### src/rtl/instr_fetch_sequencer.sv
// instr_fetch_sequencer: fetches instructions from a combinational memory and issues them to execute with handshake, step mode, redirects and halt
module instr_fetch_sequencer #(
  parameter int DATA_W = 16,
  parameter int ADDR_W = 5,
  parameter logic [2:0] HALT_OP = 3'b111
) (
  input  logic              clk,
  input  logic              reset,
  input  logic              start,
  input  logic              step_mode,
  input  logic              step,
  output logic [ADDR_W-1:0] imem_addr,
  input  logic [DATA_W-1:0] imem_data,
  output logic [DATA_W-1:0] instr,
  output logic              instr_valid,
  input  logic              instr_ready,
  input  logic              redirect_valid,
  input  logic [ADDR_W-1:0] redirect_target,
  output logic [ADDR_W-1:0] pc,
  output logic [2:0]        state,
  output logic              halted,
  output logic              wrapped,
  output logic [7:0]        issue_count
);
  typedef enum logic [2:0] {IDLE = 3'd0, FETCH = 3'd1, ISSUE = 3'd2, WAIT_STEP = 3'd3, HALT = 3'd4} state_t;
  state_t state_q, state_d;
  logic [ADDR_W-1:0] pc_q, pc_d;
  logic [DATA_W-1:0] instr_q, instr_d;
  logic wrapped_q, wrapped_d;
  logic [7:0] cnt_q, cnt_d;
  logic [ADDR_W-1:0] pc_inc;
  logic at_top, is_halt;
  assign pc_inc = pc_q + 1'b1;
  assign at_top = &pc_q;
  assign is_halt = instr_q[DATA_W-1 -: 3] == HALT_OP;
  always_comb begin
    state_d = state_q;
    pc_d = pc_q;
    instr_d = instr_q;
    wrapped_d = wrapped_q;
    cnt_d = cnt_q;
    case (state_q)
      IDLE, HALT: if (start) begin
        state_d = FETCH;
        pc_d = '0;
        wrapped_d = 1'b0;
        cnt_d = '0;
      end
      FETCH: if (redirect_valid) pc_d = redirect_target;
        else begin
          instr_d = imem_data;
          state_d = ISSUE;
        end
      ISSUE: if (instr_ready) begin
        cnt_d = &cnt_q ? cnt_q : cnt_q + 8'd1;
        // a halt instruction always advances sequentially, ignoring redirect
        pc_d = (redirect_valid && !is_halt) ? redirect_target : pc_inc;
        wrapped_d = wrapped_q | (at_top & (is_halt | ~redirect_valid));
        state_d = is_halt ? HALT : step_mode ? WAIT_STEP : FETCH;
      end
      WAIT_STEP: if (redirect_valid) pc_d = redirect_target;
        else if (step || !step_mode) state_d = FETCH;
      default: state_d = IDLE;
    endcase
  end
  always_ff @(posedge clk) begin
    if (reset) begin
      state_q <= IDLE;
      pc_q <= '0;
      instr_q <= '0;
      wrapped_q <= 1'b0;
      cnt_q <= '0;
    end else begin
      state_q <= state_d;
      pc_q <= pc_d;
      instr_q <= instr_d;
      wrapped_q <= wrapped_d;
      cnt_q <= cnt_d;
    end
  end
  assign imem_addr = pc_q;
  assign pc = pc_q;
  assign instr = instr_q;
  assign state = state_q;
  assign instr_valid = state_q == ISSUE;
  assign halted = state_q == HALT;
  assign wrapped = wrapped_q;
  assign issue_count = cnt_q;
endmodule
### config.mk
export PLATFORM = sky130hd
export DESIGN_NAME = instr_fetch_sequencer
export DESIGN_NICKNAME = d
export VERILOG_FILES = /design/src/rtl/instr_fetch_sequencer.sv
export SDC_FILE = /design/constraint.sdc
export NUM_CORES = 1
export LEC_CHECK = 0
export CORE_ASPECT_RATIO = 0.5
export CORE_MARGIN = 3
export CORE_UTILIZATION = 45
export DETAILED_ROUTE_END_ITERATION = 10
export PLACE_DENSITY = 0.85
export SETUP_SLACK_MARGIN = 0.5
export SLEW_MARGIN = 20
export SYNTH_ARGS = -nofsm -noshare
export SYNTH_HDL_FRONTEND = slang
export SYNTH_SLANG_ARGS = --single-unit
### constraint.sdc
create_clock -name clk -period 4.6 [get_ports clk]
set_clock_uncertainty 0.05 [all_clocks]
set_input_delay 0.92 -clock clk [delete_from_list [all_inputs] [get_ports clk]]
set_output_delay 0.92 -clock clk [all_outputs]
set_load 0.005 [all_outputs]
==> results.json <==
{
  "vias": 1653,
  "crit_required_ns": 3.63,
  "cts_setup_buffers": 0,
  "cts.sinks": 33,
  "start_util_pct": 51.2,
  "setup_ws_ns": 1.55,
  "tns_ns": 0,
  "status": "finished, final reports clean",
  "period_minus_slack_ns": 3.05,
  "placed_area_mm2": 0.00230,
  "crit_slowest_cell": "dfxtp_1",
  "drv_cap": 0,
  "final_cell_mix": "clkdlybuf4s50_1 (66), nand2_1 (40), dfxtp_1 (33)",
  "area_growth_pct": 44.5,
  "syn_area_per_cell_um2": 8.25,
  "synth_warnings": 0,
  "powerDensity_mw_per_mm2": 322,
  "final_area_mm2": 0.00241,
  "worstHoldPathType": "register to register",
  "drt-initial-drc-count": 75,
  "async_flop_share_pct": 0,
  "gp_congestion": 0.891,
  "grt_max_degree": 32,
  "cp-start-kind": "register",
  "fmax_mhz": 328,
  "power_uw": 775,
  "nets": 291,
  "tritoncts": "built",
  "cts_buffers": 5,
  "crit_arrival_ns": 2.08,
  "gr-total-overflow": 0,
  "synth_flop_cell": "dfxtp_1",
  "hold_viol": 0,
  "cts_max_level": 2,
  "grt_use_total_pct": 20.8,
  "peakVddDrop_mv": 0.211,
  "rows": 14,
  "cp-startpoint": "state[1]",
  "ys_ff_latch": 33,
  "post-route-util_pct": 73.9,
  "antennaDiodeCount": 0,
  "crit_chain": "or3b_1 > inv_2 > clkdlybuf4s50_1",
  "die_area_mm2": 0.00451,
  "rsz0062_at_grt": "no",
  "hold_path_startpoint": "instr[0]",
  "placed_cells": 301,
  "top_layer": "met4",
  "worstMarginPinSlew_ns": 0.914,
  "seq_area_frac_synth_pct": 39.6,
  "drc": 0,
  "synth.distinct_cells": 50,
  "grt_pass1_wl_mm": 7.58,
  "synth-edff-count": 0,
  "synth_fp_nets": 233,
  "cp_slowest_stage_delay_ns": 0.62,
  "die_height_um": 49.0,
  "r2r_start": "state[1]",
  "drt_wl_total_mm": 4.43,
  "wl_met1_mm": 1.84,
  "routedWlPerCell_um": 14.3,
  "clock_path_buffers": 2,
  "die_w_um": 92.1,
  "io_pins": 68,
  "wl_met2_mm": 2.19,
  "clk_root_buffer_cell": "clkbuf_8",
  "dr.pass1.iters": 4,
  "relSlewSlack_pct": 38.8,
  "stdcell_count": 309,
  "dr_wl_met3_um": 294,
  "syn_inst": 202,
  "core_mm2": 0.00326,
  "clock_latency_ns": 0.29,
  "layout-drive-gt1-share_pct": 5.75,
  "netlist_area_mm2": 0.00167,
  "cp-end-kind": "output port",
  "clk_transition_reported_paths_ns": 0.07,
  "portBuffers": 67,
  "path_max_fanout": 14,
  "criticalPathCategory": "register to output port",
  "viasPerCell": 5.35,
  "setup_viol": 0,
  "grt_pass1_vias": 1661,
  "antenna_found_initial": 0,
  "cts_resized": 0,
  "holdWs_ns": 0.406,
  "finalCritPeriodShare_pct": 66.3,
  "layout_commonest_cell": "clkdlybuf4s50_1",
  "detail-route-antenna-nets": 0,
  "slew_violations": 0,
  "holdBufCountCts": 0,
  "hpwl_mm": 3.09,
  "p_leak_nw": 0.878,
  "dp_slack_ns": 1.70
}
critical path: cells and delay by family, from the launching register on:
family,cells,cell delay [ns]
buffers and inverters,2,0.63
flip-flops,1,0.62
AND/OR/NAND/NOR,1,0.54
power by group:
group	total [mW]	switching, mW	internal (mW)
Sequential	0.324	0.0211	0.303
Clock	0.283	0.107	0.177
Combinational	0.168	0.0748	0.0932
layout make-up:
type,count,area [um^2]
clock buffer,7,86.3
clock inverter,1,30.0
fill,250,850
inverter,3,11.3
multi-input combinational,150,895
sequential,33,661
tap,48,60.1
timing repair buffer,67,666
path summary, 6_finish.rpt:
path,to,slack [ns],cells past startpoint
setup / recovery,instr_valid,1.55,3
hold / removal,instr[0],0.41,2
hold reg to reg,instr[0],0.41,2
setup reg to reg,issue_count[0],2.51,4
routing by layer:
metal	global-route usage, %	vias up
met4	9.11	0
li1	-	830
met5	0	-
met1	24.6	766
met3	7.86	12
met2	33.7	45
logic make-up (layout without fill, tap and decap cells):
| family | after synthesis | after routing | share of synthesized area [%] |
|---|---|---|---|
| xor+xnor | 2 | 2 | 1.05 |
| buf+inv | 19 | 78 | 6.68 |
| simple gates | 91 | 91 | 28.8 |
| fa+ha+maj | 3 | 3 | 2.25 |
| flops | 33 | 33 | 39.6 |
| mux | 2 | 2 | 1.28 |
| compound gates | 52 | 52 | 20.3 |
flip-flops by register name (all words and copies together), names as in the netlist:
name         count
state            3
wrapped          1
instr           16
imem_addr        5
issue_count      8
synthesized netlist by cell type (2+ instances only):
master	count	area [um^2]
nand2_1	40	150
a221oi_1	3	26.3
a21boi_1	4	30.0
clkbuf_1	6	22.5
nor2b_1	5	31.3
o31ai_1	4	30.0
a311oi_1	2	17.5
and3_1	2	12.5
buf_4	6	45.0
nor2_1	9	33.8
buf_2	2	10.0
or3_1	2	12.5
o21ai_0	3	15.0
inv_1	2	7.51
a21oi_1	22	110
or4_1	6	45.0
nand3_1	5	25.0
buf_6	2	22.5
a211oi_1	3	22.5
a31oi_1	2	12.5
nor3_1	7	35.0
ha_1	3	37.5
and2_1	2	12.5
nand4_1	2	12.5
dfxtp_1	33	661
Power figures use the tool's default switching activity.
